--- config.mk ---
export PLATFORM = sky130hd
export DESIGN_NAME = dec8b10b_rd
export DESIGN_NICKNAME = d
export VERILOG_FILES = /design/src/rtl/dec8b10b_pkg.sv /design/src/rtl/dec8b10b_lane.sv /design/src/rtl/dec8b10b_rd.sv
export SDC_FILE = /design/constraint.sdc
export NUM_CORES = 1
export LEC_CHECK = 0
export BUFFER_PORTS_ARGS = -buffer_cell sky130_fd_sc_hd__buf_2
export CAP_MARGIN = 20
export CORE_MARGIN = 2
export CORE_UTILIZATION = 60
export CTS_CLUSTER_SIZE = 30
export DETAILED_ROUTE_END_ITERATION = 16
export GPL_TIMING_DRIVEN = 0
export PLACE_DENSITY = 0.79
export SLEW_MARGIN = 5
export SYNTH_ARGS = -nofsm -noshare
export SYNTH_HDL_FRONTEND = slang
export SYNTH_SLANG_ARGS = --single-unit
--- constraint.sdc ---
create_clock -name clk -period 3.71 [get_ports clk]
set_clock_uncertainty 0.2 [all_clocks]
set_input_delay 0.5565 -clock clk [delete_from_list [all_inputs] [get_ports clk]]
set_output_delay 0.5565 -clock clk [all_outputs]
set_load 0.05 [all_outputs]
--- src/rtl/dec8b10b_pkg.sv ---
// 8b/10b decode tables, disparity classes, running-disparity step and legal-K check.
package dec8b10b_pkg;

  localparam logic RD_NEG = 1'b0;
  localparam logic RD_POS = 1'b1;

  localparam logic [9:0] K28_5_RDN = 10'h17C;
  localparam logic [9:0] K28_5_RDP = 10'h283;

  localparam logic [4:0] K28_X = 5'd28;

  // x values whose D.x.A7 alternate (fghj 0111/1000) is a legal data symbol
  localparam logic [31:0] A7_X_MASK = 32'h0016_6800;  // 11,13,14,17,18,20
  // x values that form K.x.7 with the alternate 4b code
  localparam logic [31:0] K_X7_MASK = 32'h6880_0000;  // 23,27,29,30

  typedef enum logic [2:0] {
    DC_NEG,
    DC_NEU,
    DC_POS,
    DC_NEU_RDN,
    DC_NEU_RDP,
    DC_ILL
  } disp_cls_e;

  typedef struct packed {
    logic [4:0] val;
    logic       hit;
  } dec6_t;

  typedef struct packed {
    logic [2:0] val;
    logic       hit;
    logic       alt;
  } dec4_t;

  typedef struct packed {
    logic [7:0] data;
    disp_cls_e  cls6;
    disp_cls_e  cls4;
    logic       k;
    logic       miss;
  } lane_s1_t;

  function automatic int unsigned popc6(input logic [5:0] v);
    int unsigned n;
    n = 0;
    for (int unsigned i = 0; i < 6; i++) n += 32'(v[i]);
    return n;
  endfunction

  // abcdei written a-first, as in the usual code tables
  function automatic dec6_t dec6b(input logic [5:0] abcdei);
    dec6_t r;
    r.val = '0;
    r.hit = 1'b1;
    case (abcdei)
      6'b100111, 6'b011000: r.val = 5'd0;
      6'b011101, 6'b100010: r.val = 5'd1;
      6'b101101, 6'b010010: r.val = 5'd2;
      6'b110001:            r.val = 5'd3;
      6'b110101, 6'b001010: r.val = 5'd4;
      6'b101001:            r.val = 5'd5;
      6'b011001:            r.val = 5'd6;
      6'b111000, 6'b000111: r.val = 5'd7;
      6'b111001, 6'b000110: r.val = 5'd8;
      6'b100101:            r.val = 5'd9;
      6'b010101:            r.val = 5'd10;
      6'b110100:            r.val = 5'd11;
      6'b001101:            r.val = 5'd12;
      6'b101100:            r.val = 5'd13;
      6'b011100:            r.val = 5'd14;
      6'b010111, 6'b101000: r.val = 5'd15;
      6'b011011, 6'b100100: r.val = 5'd16;
      6'b100011:            r.val = 5'd17;
      6'b010011:            r.val = 5'd18;
      6'b110010:            r.val = 5'd19;
      6'b001011:            r.val = 5'd20;
      6'b101010:            r.val = 5'd21;
      6'b011010:            r.val = 5'd22;
      6'b111010, 6'b000101: r.val = 5'd23;
      6'b110011, 6'b001100: r.val = 5'd24;
      6'b100110:            r.val = 5'd25;
      6'b010110:            r.val = 5'd26;
      6'b110110, 6'b001001: r.val = 5'd27;
      6'b001110:            r.val = 5'd28;
      6'b101110, 6'b010001: r.val = 5'd29;
      6'b011110, 6'b100001: r.val = 5'd30;
      6'b101011, 6'b010100: r.val = 5'd31;
      6'b001111, 6'b110000: r.val = K28_X;
      default:              r.hit = 1'b0;
    endcase
    return r;
  endfunction

  function automatic dec4_t dec4b(input logic [3:0] fghj);
    dec4_t r;
    r.val = '0;
    r.hit = 1'b1;
    r.alt = 1'b0;
    case (fghj)
      4'b1011, 4'b0100: r.val = 3'd0;
      4'b1001:          r.val = 3'd1;
      4'b0101:          r.val = 3'd2;
      4'b1100, 4'b0011: r.val = 3'd3;
      4'b1101, 4'b0010: r.val = 3'd4;
      4'b1010:          r.val = 3'd5;
      4'b0110:          r.val = 3'd6;
      4'b1110, 4'b0001: r.val = 3'd7;
      4'b0111, 4'b1000: begin
        r.val = 3'd7;
        r.alt = 1'b1;
      end
      default:          r.hit = 1'b0;
    endcase
    return r;
  endfunction

  function automatic disp_cls_e cls6b(input logic [5:0] abcdei);
    disp_cls_e c;
    case (popc6(abcdei))
      2:       c = DC_NEG;
      3: begin
        if (abcdei == 6'b111000)      c = DC_NEU_RDN;
        else if (abcdei == 6'b000111) c = DC_NEU_RDP;
        else                          c = DC_NEU;
      end
      4:       c = DC_POS;
      default: c = DC_ILL;
    endcase
    return c;
  endfunction

  function automatic disp_cls_e cls4b(input logic [3:0] fghj);
    disp_cls_e c;
    case (popc6({2'b00, fghj}))
      1:       c = DC_NEG;
      2: begin
        if (fghj == 4'b1100)      c = DC_NEU_RDN;
        else if (fghj == 4'b0011) c = DC_NEU_RDP;
        else                      c = DC_NEU;
      end
      3:       c = DC_POS;
      default: c = DC_ILL;
    endcase
    return c;
  endfunction

  // returns {disparity_error, next_rd}
  function automatic logic [1:0] rd_step(input disp_cls_e cls, input logic rd);
    logic err;
    logic nxt;
    err = 1'b0;
    nxt = rd;
    case (cls)
      DC_POS: begin
        err = (rd == RD_POS);
        nxt = RD_POS;
      end
      DC_NEG: begin
        err = (rd == RD_NEG);
        nxt = RD_NEG;
      end
      DC_NEU_RDN: err = (rd == RD_POS);
      DC_NEU_RDP: err = (rd == RD_NEG);
      default:    ;
    endcase
    return {err, nxt};
  endfunction

  function automatic logic k_legal(input logic [7:0] d);
    return (d[4:0] == K28_X) || ((d[7:5] == 3'd7) && K_X7_MASK[d[4:0]]);
  endfunction

endpackage

--- src/rtl/dec8b10b_lane.sv ---
// Stage-1 lookup for one 10-bit lane: decoded byte, sub-block disparity classes,
// K flag and table-miss flag, registered when en is high.
module dec8b10b_lane
  import dec8b10b_pkg::*;
(
  input  logic       clk,
  input  logic       reset,
  input  logic       en,
  input  logic [9:0] sym,
  output lane_s1_t   s1_q
);

  lane_s1_t   s1_d;
  logic [5:0] abcdei;
  logic [3:0] fghj;
  logic [3:0] fghj_dec;
  logic       is_k28;
  logic       is_k28_rdp;
  logic       k_cand;
  dec6_t      r6;
  dec4_t      r4;

  // Table lookup and legality of the incoming symbol
  always_comb begin
    abcdei     = {sym[0], sym[1], sym[2], sym[3], sym[4], sym[5]};
    fghj       = {sym[6], sym[7], sym[8], sym[9]};
    is_k28_rdp = (sym[5:0] == K28_5_RDP[5:0]);
    is_k28     = (sym[5:0] == K28_5_RDN[5:0]) || is_k28_rdp;
    // After the RD+ K28 6b form, the 4b code is the complement of the data form
    fghj_dec   = is_k28_rdp ? ~fghj : fghj;
    r6         = dec6b(abcdei);
    r4         = dec4b(fghj_dec);
    k_cand     = is_k28 | (r4.alt & K_X7_MASK[r6.val]);

    s1_d = s1_q;
    if (en) begin
      s1_d.data = {r4.val, r6.val};
      s1_d.cls6 = cls6b(abcdei);
      s1_d.cls4 = cls4b(fghj);
      s1_d.miss = ~r6.hit | ~r4.hit
                | (r4.alt & ~is_k28 & ~A7_X_MASK[r6.val] & ~K_X7_MASK[r6.val])
                | (k_cand & ~k_legal({r4.val, r6.val}));
      s1_d.k    = k_cand & ~s1_d.miss;
    end
  end

  // Stage-1 register
  always_ff @(posedge clk) begin
    if (reset) s1_q <= '0;
    else       s1_q <= s1_d;
  end

endmodule

--- src/rtl/dec8b10b_rd.sv ---
// Multi-lane 8b/10b decoder with running-disparity tracking, two-stage pipeline.
// Optional error counter (err_cnt_clr / err_cnt) when DEC8B10B_ERR_CNT_EN is defined.
module dec8b10b_rd
  import dec8b10b_pkg::*;
#(
  parameter int unsigned LANES   = 1,
  parameter int unsigned RD_INIT = 0
) (
  input  logic                 clk,
  input  logic                 reset,
  input  logic                 in_valid,
  input  logic [10*LANES-1:0]  data_in,
`ifdef DEC8B10B_ERR_CNT_EN
  input  logic                 err_cnt_clr,
  output logic [15:0]          err_cnt,
`endif
  output logic                 out_valid,
  output logic [8*LANES-1:0]   data_out,
  output logic [LANES-1:0]     k_out,
  output logic [LANES-1:0]     code_err,
  output logic [LANES-1:0]     disp_err,
  output logic                 rd_out
);

  localparam logic RD_RST = (RD_INIT != 0) ? RD_POS : RD_NEG;

  logic                s1_valid_q, s1_valid_d;
  lane_s1_t            s1_q [LANES];

  logic                out_valid_q, out_valid_d;
  logic [8*LANES-1:0]  data_out_q, data_out_d;
  logic [LANES-1:0]    k_out_q, k_out_d;
  logic [LANES-1:0]    code_err_q, code_err_d;
  logic [LANES-1:0]    disp_err_q, disp_err_d;
  logic                rd_q, rd_d;

  logic [8*LANES-1:0]  dat_c;
  logic [LANES-1:0]    k_c, ce_c, de_c;
  logic                rd_chain;
  logic [1:0]          st6, st4;

  for (genvar g = 0; g < LANES; g++) begin : g_lane
    dec8b10b_lane u_lane (
      .clk   (clk),
      .reset (reset),
      .en    (in_valid),
      .sym   (data_in[10*g +: 10]),
      .s1_q  (s1_q[g])
    );
  end

  // Stage-1 valid tracks in_valid
  always_comb begin
    s1_valid_d = in_valid;
  end

  // RD chain across lanes, 6b before 4b, lane 0 first
  always_comb begin
    rd_chain = rd_q;
    dat_c    = '0;
    k_c      = '0;
    ce_c     = '0;
    de_c     = '0;
    st6      = '0;
    st4      = '0;
    for (int unsigned i = 0; i < LANES; i++) begin
      st6             = rd_step(s1_q[i].cls6, rd_chain);
      st4             = rd_step(s1_q[i].cls4, st6[0]);
      rd_chain        = st4[0];
      de_c[i]         = st6[1] | st4[1];
      ce_c[i]         = s1_q[i].miss;
      dat_c[8*i +: 8] = s1_q[i].miss ? 8'h00 : s1_q[i].data;
      k_c[i]          = s1_q[i].k & ~s1_q[i].miss;
    end
  end

  // Stage-2 next state: load only on valid data, otherwise hold
  always_comb begin
    out_valid_d = s1_valid_q;
    data_out_d  = data_out_q;
    k_out_d     = k_out_q;
    code_err_d  = code_err_q;
    disp_err_d  = disp_err_q;
    rd_d        = rd_q;
    if (s1_valid_q) begin
      data_out_d = dat_c;
      k_out_d    = k_c;
      code_err_d = ce_c;
      disp_err_d = de_c;
      rd_d       = rd_chain;
    end
  end

  // Pipeline registers
  always_ff @(posedge clk) begin
    if (reset) begin
      s1_valid_q  <= 1'b0;
      out_valid_q <= 1'b0;
      data_out_q  <= '0;
      k_out_q     <= '0;
      code_err_q  <= '0;
      disp_err_q  <= '0;
      rd_q        <= RD_RST;
    end else begin
      s1_valid_q  <= s1_valid_d;
      out_valid_q <= out_valid_d;
      data_out_q  <= data_out_d;
      k_out_q     <= k_out_d;
      code_err_q  <= code_err_d;
      disp_err_q  <= disp_err_d;
      rd_q        <= rd_d;
    end
  end

  assign out_valid = out_valid_q;
  assign data_out  = data_out_q;
  assign k_out     = k_out_q;
  assign code_err  = code_err_q;
  assign disp_err  = disp_err_q;
  assign rd_out    = rd_q;

`ifdef DEC8B10B_ERR_CNT_EN
  logic [15:0] err_cnt_q, err_cnt_d;
  logic [16:0] err_sum;
  int unsigned n_err;

  // Saturating count of errored lanes, updated together with the flags
  always_comb begin
    n_err = 0;
    for (int unsigned i = 0; i < LANES; i++) n_err += 32'(ce_c[i] | de_c[i]);
    err_sum   = {1'b0, err_cnt_q} + 17'(n_err);
    err_cnt_d = err_cnt_q;
    if (s1_valid_q) err_cnt_d = err_sum[16] ? 16'hFFFF : err_sum[15:0];
    if (err_cnt_clr) err_cnt_d = '0;
  end

  // Error counter register
  always_ff @(posedge clk) begin
    if (reset) err_cnt_q <= '0;
    else       err_cnt_q <= err_cnt_d;
  end

  assign err_cnt = err_cnt_q;
`endif

endmodule

==> summary.md <==
| Metric | Value |
|---|---|
| Outcome | complete, no violations |
| Via count | approximately 2700 |
| Worst slew pin tran | between 0.7 and 0.8 ns |
| Overall Global Routing Usage | between 20% and 30% |
| Post-synth design cell area | about 2600 um^2 |
| Overflow after GRT | 0 |
| Worst-skew pair later-pin latency | 0.28 ns |
| Crit Path Category | input pin to register |
| Root Buffer | clkbuf_8 |
| Initial Utilization | about three fifths |
| Maxcap violations | 0 |
| Antenna diodes | 0 |
| Yosys reg bits | 30 |
| Int Pwr | between 600 and 700 uW |
| NetSw | approximately 320 uW |
| Die footprint | roughly 5000 um^2 |
| First-pass GRT wire length | ~11 mm |
| Dpl cells | ~410 |
| PortBufs | 22 |
| Drt via density | approximately 6.3 |
| Area grow syn2layout | 11.0% |
| Final Hold Vio Count | 0 |
| Post-Syn Instances | roughly 340 |
| Total core area | approximately 4300 um^2 |
| Worst relative slew slack | roughly 50% |
| Cts bufs inserted | 5 |
| Worst-path clk slew | about 0.060 ns |
| Crit. End Element | register |
| Met1 usage | between 40% and 50% |
| Layout cells sized above 1 | between 15 and 20% |
| Slew Viols, Final | 0 |
| Max stage delay on crit path | approximately 0.4 ns |
| Hold crit path type | register to register |
| Overall die height | 70.4 um |
| Worst path cell trace | buf_2, inv_1, ha_1, buf_2, o31ai_1, a2111oi_0, a31oi_1, nand4b_1, nor4b_2, ha_1, inv_1, a41oi_1, a31oi_1, o221ai_1, a311oi_1 |
| Avg Cell Area, Syn | slightly below 8 um^2 |
| Row cnt | 24 |
| CP delay by family, top | compound AO/OA/AOI/OAI gates |
| Sw frac | 34.6% |
| Logic pwr share | roughly 33% |
| Initial DRT Pass Iterations | 5 |
| Commonest non-fill, non-tap cell in the layout | nor2_1 |
| Routability Congestion | just under 1 |
| WP data arrival | between 3 and 4 ns |
| Num Clock Sinks | 30 |
| Commonest cells after routing, fill and taps aside | nor2_1 (37), dfxtp_1 (30), buf_2 (28), a21oi_1 (26) |
| Register area share after synthesis | roughly 23% |
| Vias in the first global route | ~2300 |
| Hold_buf cts | 0 |
| Routed length per placed instance | between 15 and 20 um |
| Netlist cell types | 66 |
| Htree depth | 2 |
| Hold slack | approximately 0.27 ns |
| Gr busiest metal | met1 |
| P_leak | roughly 0.0012 uW |
| Main synth FF type | dfxtp_1 |
| Routed WL | 6.71 mm |
| CTS tree | built |
| Worst EP required | 3.70 ns |
| DRT iter0 DRCs | between 200 and 300 |
| Met2 Use GR | between 40% and 50% |
| Asr flop ratio synth | 0% |
| CP Launch Type | input pin |
| Final nets | between 300 and 400 |
| Setup_tns | 0 ns |
| Crit path buf inv count | 4 |
| Max clock buf depth | 2 |
| Antenna violations before repair | 0 |
| Crit path max fanout | 10 |
| Fin crit share | just over 90% |
| Peak supply drop | around 180 uV |
| I/O Pins | 26 |
| Die X | just over 70 um |
| Largest net degree at the start of global routing | 11 |
| Setup violations, final | 0 |
| Final cell count without fillers | between 400 and 500 |
| Clock power share | 28.8% |
| FILL cells | 364 |
| Antenna violation net count after detailed routing | 0 |
| Fmax | between 0.2 and 0.3 GHz |
| Syn Nets | between 300 and 400 |
| # DRC | 0 |
| Slowest library cell on the worst path | nor4b_2 |
| Post-detail-place hpwl | a little over 5 mm |
| Synth warn | 0 |
| Fin crit period | between 3 and 4 ns |
| Power density cells | ~320 nW/um^2 |
| Sequential Power Share | between 30% and 40% |
| M3 GR Usage | around 5.5% |
| EDFF count, synth | 0 |
sequential cells by signal, summed over array words and instances, names as in the netlist:
| name | cells |
|---|---|
| k_out | 1 |
| data_out | 8 |
| g_lane.u_lane.s1_q | 16 |
| out_valid | 1 |
| rd_out | 1 |
| out_valid_d | 1 |
| code_err | 1 |
| disp_err | 1 |
final timing paths:
| path | startpoint | to | slack (ns) | cells past startpoint |
|---|---|---|---|---|
| setup / recovery | data_in[5] | g_lane[0].u_lane.s1_q[0]$_SDFFE_PP0P_ | 0.27 | 15 |
| hold / removal | k_out$_SDFFE_PP0P_ | k_out$_SDFFE_PP0P_ | 0.27 | 2 |
| setup reg to reg | out_valid_d$_SDFF_PP0_ | disp_err$_SDFFE_PP0P_ | 1.93 | 4 |
| hold reg to reg | k_out$_SDFFE_PP0P_ | k_out$_SDFFE_PP0P_ | 0.27 | 2 |
synthesized netlist by cell type, types with 3 or more instances:
cell / instances / area share (%)
nor2b_1: 15 / 3.6
buf_2: 6 / 1.1
nand3b_1: 7 / 2.0
inv_1: 18 / 2.6
mux2i_1: 6 / 2.3
nand3_1: 13 / 2.5
buf_6: 6 / 2.6
a211oi_1: 11 / 3.1
nand2b_1: 15 / 3.6
nand4b_1: 3 / 0.99
o22ai_1: 3 / 0.71
nor3_1: 4 / 0.76
nor2_1: 37 / 5.3
and2_1: 5 / 1.2
o211ai_1: 3 / 0.85
o21ai_0: 12 / 2.3
a311oi_1: 4 / 1.3
clkbuf_1: 10 / 1.4
ha_1: 10 / 4.7
fa_1: 4 / 3.0
dfxtp_1: 30 / 23
a31oi_1: 7 / 1.7
a2111oi_0: 3 / 0.99
o31ai_1: 5 / 1.4
buf_4: 4 / 1.1
a21oi_1: 26 / 4.9
nand2_1: 18 / 2.6
stage by stage:
stage	utilization, %	power [uW]	setup WS, ns	area, um^2
2_1_floorplan	-	587	0.475	2640
3_3_place_gp	65.6	655	-0.122	2820
3_5_place_dp	65.6	658	-0.164	2820
4_1_cts	67.8	927	0.114	2910
5_1_grt	68.3	983	-0.00809	2930
6_report	68.3	929	0.270	2930
what timing repair did:
item / in CTS / in global routing
setup endpoints to repair: 0 / 2
setup buffers: 0 / 0
gates resized for setup: 0 / 3
layer usage:
metal	part of all wire, %	up-vias	wire (um)
met1	46	1231	3090
met3	10	12	691
met2	43	134	2860
li1	-	1294	-
met5	0	-	0
met4	1.2	0	81
area by class of cell:
type,count,area [um^2],share of cell area [%]
multi-input combinational,262,1820,62.0
sequential,30,601,20.5
buffer,28,174,5.93
timing repair buffer,22,110,3.75
clock buffer,6,82.6,2.81
inverter,19,71.3,2.43
tap,52,65.1,2.22
clock inverter,2,12.5,0.426
worst reg2reg max path, cell delays in order (launching register included):
cell      delay, ns
dfxtp_1        0.46
clkbuf_1       0.37
o311ai_0       0.21
a211oi_1       0.32
nor3_1         0.08
logic make-up after synthesis:
logic type,Yosys count,synth area share [%]
compound gates,101,27.5
buf+inv,47,9.28
xor+xnor,4,1.33
simple gates,136,28.7
fa+ha+maj,14,7.77
mux,7,2.70
flops,30,22.7
power groups by stage:
| stage | combinational [uW] | clock (uW) | sequential, uW |
|---|---|---|---|
| after global routing | 335 | 286 | 362 |
| after global placement | 290 | 0 | 365 |
| after CTS | 294 | 275 | 358 |
| after floorplan | 209 | 0 | 378 |
| after detailed placement | 293 | 0 | 365 |
| final | 302 | 268 | 359 |
(Power assumes the default switching activity.)
